`src/rtl/uart_tx_fifo_top_if.sv`:
```
// Host-side bundle for the buffered UART transmitter: byte writes, frame config,
// flow control, and the serial line plus FIFO status coming back.
interface uart_tx_fifo_top_if #(
    parameter int unsigned FIFO_DEPTH = 16,
    parameter int unsigned DVSR_W     = 11
);
    localparam int unsigned LVL_W = $clog2(FIFO_DEPTH) + 1;

    logic [DVSR_W-1:0] dvsr;
    logic              wr_en;
    logic [7:0]        wr_data;
    logic [1:0]        data_bit_num;
    logic              stop_bit_num;
    logic              parity_en;
    logic              parity_type;
    logic              cts_n;
    logic              tx;
    logic              tx_done;
    logic              tx_busy;
    logic              fifo_full;
    logic              fifo_empty;
    logic [LVL_W-1:0]  fifo_level;
    logic              overflow;

    modport master (
        output dvsr, wr_en, wr_data, data_bit_num, stop_bit_num, parity_en, parity_type, cts_n,
        input  tx, tx_done, tx_busy, fifo_full, fifo_empty, fifo_level, overflow
    );

    modport slave (
        input  dvsr, wr_en, wr_data, data_bit_num, stop_bit_num, parity_en, parity_type, cts_n,
        output tx, tx_done, tx_busy, fifo_full, fifo_empty, fifo_level, overflow
    );
endinterface

```
`src/rtl/uart_tx_fifo_top.sv`:
```
// Buffered UART transmitter: write FIFO, oversampled baud tick generator and a
// frame serialiser that drains queued bytes back-to-back onto tx.
module uart_tx_fifo_top #(
    parameter int unsigned FIFO_DEPTH = 16,
    parameter int unsigned DVSR_W     = 11,
    parameter int unsigned OVERSAMPLE = 16
) (
    input  logic                 clk,
    input  logic                 rst,
    uart_tx_fifo_top_if.slave    bus
);
    localparam int unsigned AW    = $clog2(FIFO_DEPTH);
    localparam int unsigned LVL_W = AW + 1;
    localparam int unsigned TW    = (OVERSAMPLE > 1) ? $clog2(OVERSAMPLE) : 1;

    typedef enum logic [2:0] {S_IDLE, S_START, S_DATA, S_PARITY, S_STOP} state_t;

    // Baud tick: counter wraps naturally if dvsr drops below the current count
    logic [DVSR_W-1:0] baud_q, baud_d;
    logic              tick_c;

    always_comb begin
        tick_c = (baud_q == bus.dvsr);
        baud_d = tick_c ? '0 : baud_q + DVSR_W'(1);
    end

    always_ff @(posedge clk) begin
        if (rst) baud_q <= '0;
        else     baud_q <= baud_d;
    end

    // FIFO storage and status
    logic [7:0]       mem_q [FIFO_DEPTH];
    logic [AW-1:0]    wr_ptr_q, rd_ptr_q;
    logic [LVL_W-1:0] level_q, level_d;
    logic             full_q, empty_q, ovf_q;
    logic             push_c, pop_c;
    state_t           state_q;

    always_comb begin
        push_c  = bus.wr_en && !full_q;
        pop_c   = (state_q == S_IDLE) && tick_c && !empty_q && !bus.cts_n;
        level_d = level_q;
        if (push_c && !pop_c)      level_d = level_q + LVL_W'(1);
        else if (pop_c && !push_c) level_d = level_q - LVL_W'(1);
    end

    always_ff @(posedge clk) begin
        if (rst) begin
            wr_ptr_q <= '0;
            rd_ptr_q <= '0;
            level_q  <= '0;
            full_q   <= 1'b0;
            empty_q  <= 1'b1;
            ovf_q    <= 1'b0;
        end else begin
            if (push_c) wr_ptr_q <= wr_ptr_q + AW'(1);
            if (pop_c)  rd_ptr_q <= rd_ptr_q + AW'(1);
            level_q <= level_d;
            full_q  <= (level_d == LVL_W'(FIFO_DEPTH));
            empty_q <= (level_d == '0);
            if (bus.wr_en && full_q) ovf_q <= 1'b1;
        end
    end

    always_ff @(posedge clk) begin
        if (push_c) mem_q[wr_ptr_q] <= bus.wr_data;
    end

    // Frame serialiser; frame config is latched at pop so mid-frame changes are ignored
    logic [TW-1:0] tcnt_q;
    logic [2:0]    bcnt_q;
    logic [7:0]    shift_q;
    logic          par_q, scnt_q;
    logic [1:0]    dbn_q;
    logic          sbn_q, pen_q, ptype_q;
    logic          tx_q, done_q, busy_q;
    logic          bit_end_c;

    assign bit_end_c = tick_c && (tcnt_q == TW'(OVERSAMPLE - 1));

    always_ff @(posedge clk) begin
        if (rst) begin
            state_q <= S_IDLE;
            tcnt_q  <= '0;
            bcnt_q  <= '0;
            shift_q <= '0;
            par_q   <= 1'b0;
            scnt_q  <= 1'b0;
            dbn_q   <= '0;
            sbn_q   <= 1'b0;
            pen_q   <= 1'b0;
            ptype_q <= 1'b0;
            tx_q    <= 1'b1;
            done_q  <= 1'b0;
            busy_q  <= 1'b0;
        end else begin
            done_q <= 1'b0;
            if (tick_c && state_q != S_IDLE) tcnt_q <= bit_end_c ? '0 : tcnt_q + TW'(1);
            case (state_q)
                S_IDLE: begin
                    if (pop_c) begin
                        state_q <= S_START;
                        shift_q <= mem_q[rd_ptr_q];
                        dbn_q   <= bus.data_bit_num;
                        sbn_q   <= bus.stop_bit_num;
                        pen_q   <= bus.parity_en;
                        ptype_q <= bus.parity_type;
                        tcnt_q  <= '0;
                        bcnt_q  <= '0;
                        scnt_q  <= 1'b0;
                        par_q   <= 1'b0;
                        tx_q    <= 1'b0;
                        busy_q  <= 1'b1;
                    end
                end
                S_START: begin
                    if (bit_end_c) begin
                        state_q <= S_DATA;
                        tx_q    <= shift_q[0];
                    end
                end
                S_DATA: begin
                    if (bit_end_c) begin
                        shift_q <= {1'b0, shift_q[7:1]};
                        par_q   <= par_q ^ shift_q[0];
                        bcnt_q  <= bcnt_q + 3'd1;
                        // last data bit index is 4 + data_bit_num
                        if (bcnt_q == {1'b1, dbn_q}) begin
                            if (pen_q) begin
                                state_q <= S_PARITY;
                                tx_q    <= par_q ^ shift_q[0] ^ ptype_q;
                            end else begin
                                state_q <= S_STOP;
                                tx_q    <= 1'b1;
                            end
                        end else begin
                            tx_q <= shift_q[1];
                        end
                    end
                end
                S_PARITY: begin
                    if (bit_end_c) begin
                        state_q <= S_STOP;
                        tx_q    <= 1'b1;
                    end
                end
                S_STOP: begin
                    if (bit_end_c) begin
                        if (scnt_q == sbn_q) begin
                            state_q <= S_IDLE;
                            done_q  <= 1'b1;
                            busy_q  <= 1'b0;
                        end else begin
                            scnt_q <= 1'b1;
                        end
                    end
                end
                default: state_q <= S_IDLE;
            endcase
        end
    end

    assign bus.tx         = tx_q;
    assign bus.tx_done    = done_q;
    assign bus.tx_busy    = busy_q;
    assign bus.fifo_full  = full_q;
    assign bus.fifo_empty = empty_q;
    assign bus.fifo_level = level_q;
    assign bus.overflow   = ovf_q;
endmodule

```
`src/flat_wrapper.sv`:
```
// flat-port wrapper written by rule: the top's interface ports become plain ports
module uart_tx_fifo_top_flat 
#(
    parameter int unsigned FIFO_DEPTH = 16,
    parameter int unsigned DVSR_W     = 11,
    parameter int unsigned OVERSAMPLE = 16
)
  (clk, rst, bus_dvsr, bus_wr_en, bus_wr_data, bus_data_bit_num, bus_stop_bit_num, bus_parity_en, bus_parity_type, bus_cts_n, bus_tx, bus_tx_done, bus_tx_busy, bus_fifo_full, bus_fifo_empty, bus_fifo_level, bus_overflow);
  uart_tx_fifo_top_if #(.FIFO_DEPTH(FIFO_DEPTH), .DVSR_W(DVSR_W)) bus_i ();
  input  logic clk;
  input  logic rst;
  input wire logic [$bits(bus_i.dvsr)-1:0] bus_dvsr;
  input wire logic [$bits(bus_i.wr_en)-1:0] bus_wr_en;
  input wire logic [$bits(bus_i.wr_data)-1:0] bus_wr_data;
  input wire logic [$bits(bus_i.data_bit_num)-1:0] bus_data_bit_num;
  input wire logic [$bits(bus_i.stop_bit_num)-1:0] bus_stop_bit_num;
  input wire logic [$bits(bus_i.parity_en)-1:0] bus_parity_en;
  input wire logic [$bits(bus_i.parity_type)-1:0] bus_parity_type;
  input wire logic [$bits(bus_i.cts_n)-1:0] bus_cts_n;
  output wire logic [$bits(bus_i.tx)-1:0] bus_tx;
  output wire logic [$bits(bus_i.tx_done)-1:0] bus_tx_done;
  output wire logic [$bits(bus_i.tx_busy)-1:0] bus_tx_busy;
  output wire logic [$bits(bus_i.fifo_full)-1:0] bus_fifo_full;
  output wire logic [$bits(bus_i.fifo_empty)-1:0] bus_fifo_empty;
  output wire logic [$bits(bus_i.fifo_level)-1:0] bus_fifo_level;
  output wire logic [$bits(bus_i.overflow)-1:0] bus_overflow;
  assign bus_i.dvsr = bus_dvsr;
  assign bus_i.wr_en = bus_wr_en;
  assign bus_i.wr_data = bus_wr_data;
  assign bus_i.data_bit_num = bus_data_bit_num;
  assign bus_i.stop_bit_num = bus_stop_bit_num;
  assign bus_i.parity_en = bus_parity_en;
  assign bus_i.parity_type = bus_parity_type;
  assign bus_i.cts_n = bus_cts_n;
  assign bus_tx = bus_i.tx;
  assign bus_tx_done = bus_i.tx_done;
  assign bus_tx_busy = bus_i.tx_busy;
  assign bus_fifo_full = bus_i.fifo_full;
  assign bus_fifo_empty = bus_i.fifo_empty;
  assign bus_fifo_level = bus_i.fifo_level;
  assign bus_overflow = bus_i.overflow;
  uart_tx_fifo_top #(.FIFO_DEPTH(FIFO_DEPTH), .DVSR_W(DVSR_W), .OVERSAMPLE(OVERSAMPLE)) u_core (.clk(clk), .rst(rst), .bus(bus_i));
endmodule
```
`config.mk`:
```
export PLATFORM = sky130hd
export DESIGN_NAME = uart_tx_fifo_top_flat
export DESIGN_NICKNAME = d
export VERILOG_FILES = /design/src/rtl/uart_tx_fifo_top_if.sv /design/src/rtl/uart_tx_fifo_top.sv /design/src/flat_wrapper.sv
export SDC_FILE = /design/constraint.sdc
export NUM_CORES = 1
export LEC_CHECK = 0
export ABC_AREA = 1
export BUFFER_PORTS_ARGS = -buffer_cell sky130_fd_sc_hd__buf_2
export CELL_PAD_IN_SITES_DETAIL_PLACEMENT = 0
export CELL_PAD_IN_SITES_GLOBAL_PLACEMENT = 1
export CORE_ASPECT_RATIO = 0.7
export CORE_MARGIN = 5
export CORE_UTILIZATION = 45
export CTS_BUF_LIST = sky130_fd_sc_hd__clkbuf_4 sky130_fd_sc_hd__clkbuf_8
export DETAILED_ROUTE_END_ITERATION = 12
export PLACE_DENSITY = 0.79
export SYNTH_ARGS = -nofsm -noshare
export SYNTH_HDL_FRONTEND = slang
export SYNTH_SLANG_ARGS = --single-unit
```
`constraint.sdc`:
```
create_clock -name clk -period 1.67 [get_ports clk]
set_input_delay 0.2505 -clock clk [delete_from_list [all_inputs] [get_ports clk]]
set_output_delay 0.2505 -clock clk [all_outputs]
set_load 0.05 [all_outputs]
```
==> metrics.yaml <==
outcome:
  status: "finished, violations left"
  failed_checks: "negative setup slack"
floorplanning:
  core_area_um2: 17200
  die_h_um: 121
  die_w_um: 169
  io_pins: 39
  num_rows: 40
  initial_core_util_pct: 46.1
  die_area_um2: 20400
route:
  viasPerCell: 5.32
  drt_iter0_drc: 648
  vias: 6137
  routedWlPerCell_um: 17.0
  ant_nets: 0
  wirelength_um: 19600
  firstDrtPassIters: 5
  drc: 0
power:
  ir_worst_vdd_mv: 0.538
  power_density_nw_per_um2: 933
  p_leak_nw: 3.77
setup_path:
  cp_top_family: "simple AND/OR/NAND/NOR gates"
  critPathKind: "flip-flop to flip-flop"
  critPathRequiredTime_ps: 2060
  slowest_stage: "dfxtp_1"
  cp-start-kind: "flip-flop"
  crit_top_cell: "buf_4"
  worstPathCellList: "xnor2_2 -> nand3_2 -> nor2_4 -> nand3_4 -> nand2_2 -> buf_4 -> nand2_2 -> buf_4 -> buf_4 -> a21oi_1"
  critPathMaxStageDelay_ps: 380
  endpoint_kind: "flip-flop"
  path_buf_inv: 3
  crit_fanout: 6
  arrival_ps: 2180
clocking:
  root_buffer: "clkbuf_8"
  cts-htree-levels: 4
  clock_latency_ps: 460
  numClockSinks: 187
  clockBufferDepth: 2
  cts_buffers: 17
  cts_tree: "done"
  path_clk_slew_ps: 90
final_layout:
  fin_area_um2: 9950
  multi_input_area_um2: 2810
  drive_gt1_share_pct: 29.7
  fin_util_pct: 57.8
  num-fill-cells: 1437
  fin_nets: 948
  regArea_um2: 5050
  synthToLayoutAreaGrowth_pct: 25.4
  diodes: 0
synth:
  synth_edf_count: 128
  synth_most_common_cell: "edfxtp_1"
  synth_top_cell_area_share_pct: 48.4
  yosysUniqueCellTypes: 38
  synthFlopType: "edfxtp_1"
  ys_ff_latch: 187
  synthCells: 778
  ys_seq_area_share_pct: 63.3
  synthArstFlopShare_pct: 0
  synth_top_area_cell: "edfxtp_1"
  syn_area_per_cell_um2: 10.2
  ys.warnings.count: 0
  yosys-top-cells-count: "edfxtp_1 (128), nor2_1 (124), nand2_1 (112)"
  synth.area.top_cells: "edfxtp_1 (48%), dfxtp_1 (15%), nor2_1 (5.9%)"
  synth_area_um2: 7930
  syn_nets: 816
global_routing:
  grt_pass1_wl_um: 30700
  grt_overflow: 0
  grt_max_degree: 33
  first_global_vias: 6029
  gr-usage-all-layers_pct: 19.2
  antenna_found_initial: 0
timing:
  tightest_slew_ps: 354
  fmaxAchievable_mhz: 558
  slew-limit-headroom_pct: 76.2
  finalMaxSlewViolations: 0
  finClkSkew_ps: 13.1
  final.setup.tns_ps: -1190
  period_share_pct: 107
  rsz0062_at_grt: "true"
  period_minus_slack_ps: 1790
  worst_slack_ps: -123
  hold_violations: 0
  setup_viol_count_final: 19
placement:
  placed_area_um2: 9020
  placement.io_buffers: 38
  gp_congestion: 0.837
  hpwl_um: 12800
run:
  drv_cap: 0
hold_path:
  hp-class: "primary input to flip-flop"
## cell families (layout without fill, tap and decap cells)
| logic type | count (synthesis) | in the layout | synth area share (%) |
|---|---|---|---|
| compound gates | 166 | 166 | 12.0 |
| simple gates | 304 | 304 | 16.4 |
| flops | 187 | 187 | 63.3 |
| xor+xnor | 17 | 17 | 1.88 |
| buf+inv | 93 | 238 | 4.59 |
| mux | 1 | 1 | 0.126 |
| fa+ha+maj | 10 | 10 | 1.58 |
## flip-flops by register name (all words and copies together) (netlist names), named ones only
name,count
u_core.mem_q,128
u_core.baud_q,11
u_core.shift_q,8
u_core.bus.fifo_level,5
u_core.rd_ptr_q,4
u_core.tcnt_q,4
u_core.wr_ptr_q,4
u_core.bcnt_q,3
u_core.state_q,3
u_core.dbn_q,2
u_core.bus.fifo_empty,1
u_core.bus.fifo_full,1
u_core.bus.overflow,1
u_core.bus.tx,1
u_core.bus.tx_busy,1
u_core.bus.tx_done,1
u_core.par_q,1
u_core.pen_q,1
u_core.ptype_q,1
u_core.sbn_q,1
u_core.scnt_q,1
## worst reg2reg max path, cell delays in order (launching register included)
cell and delay (ps):
dfxtp_1 380, xnor2_2 140, nand3_2 140, nor2_4 200
nand3_4 130, nand2_2 160, buf_4 160, nand2_2 60
buf_4 130, buf_4 120, a21oi_1 110
## cell usage in the layout (no fill, tap or decap), types with 25 or more instances in the layout
master,n
o21ai_0,77
buf_4,81
buf_2,38
a21oi_1,25
nand3_1,30
nor2_1,112
dfxtp_1,43
inv_1,45
edfxtp_1,128
o221ai_1,27
nand2_1,95
## power by group
group          internal (mW)  switching (mW)
clock                   1.04            1.62
sequential              5.06          0.0694
combinational          0.539           0.943
## layer usage
layer  vias to the layer above  track usage, %  share of wire, %
met5                         -               0                 0
met1                      2926            27.3                45
met3                        25            4.72               7.4
met4                         0            5.37               1.3
met2                       213            29.5                46
li1                       2973               -                 -
## stage by stage
step | worst slack, ps | std cells | hold WS, ps | total power [mW]
after detailed placement | -169 | 1095 | 461 | 6.49
after global placement | -124 | 1095 | 445 | 6.46
after CTS | -75.9 | 1137 | 25.4 | 9.18
final | -123 | 1154 | 55.2 | 9.27
after floorplan | 49.6 | 778 | 349 | 6.01
after global routing | -281 | 1154 | 51.0 | 9.73
## final timing paths
path | start | end | slack [ps] | cells after the start
worst min register to register | u_core.shift_q[7]$_SDFFE_PP0P_ | u_core.shift_q[7]$_SDFFE_PP0P_ | 480 | 2
worst max register to register | u_core.baud_q[3]$_SDFF_PP0_ | u_core.bus.fifo_level[2]$_SDFF_PP0_ | -120 | 10
worst min-delay path | bus_wr_en | u_core.bus.overflow$_SDFFE_PP0P_ | 60 | 3
worst max-delay path | u_core.baud_q[3]$_SDFF_PP0_ | u_core.bus.fifo_level[2]$_SDFF_PP0_ | -120 | 10
## cell type report
| cell class | count | area share, % |
|---|---|---|
| Clock buffer | 18 | 2.43 |
| Clock inverter | 14 | 0.981 |
| Inverter | 59 | 2.37 |
| Multi-Input combinational cell | 498 | 28.3 |
| Sequential cell | 187 | 50.7 |
| Tap cell | 231 | 2.91 |
| Timing Repair Buffer | 147 | 12.3 |
## what timing repair did
| item | 4_1_cts | 5_1_grt |
|---|---|---|
| pin swaps | 12 | 36 |
| hold buffers | 2 | 0 |
| cloned | 0 | 2 |
| hold endpoints to repair | 2 | 0 |
| buffers inserted | 8 | 16 |
| endpoints found under the setup margin | 30 | 41 |
| resized for setup | 42 | 71 |
Power figures use the tool's default switching activity.
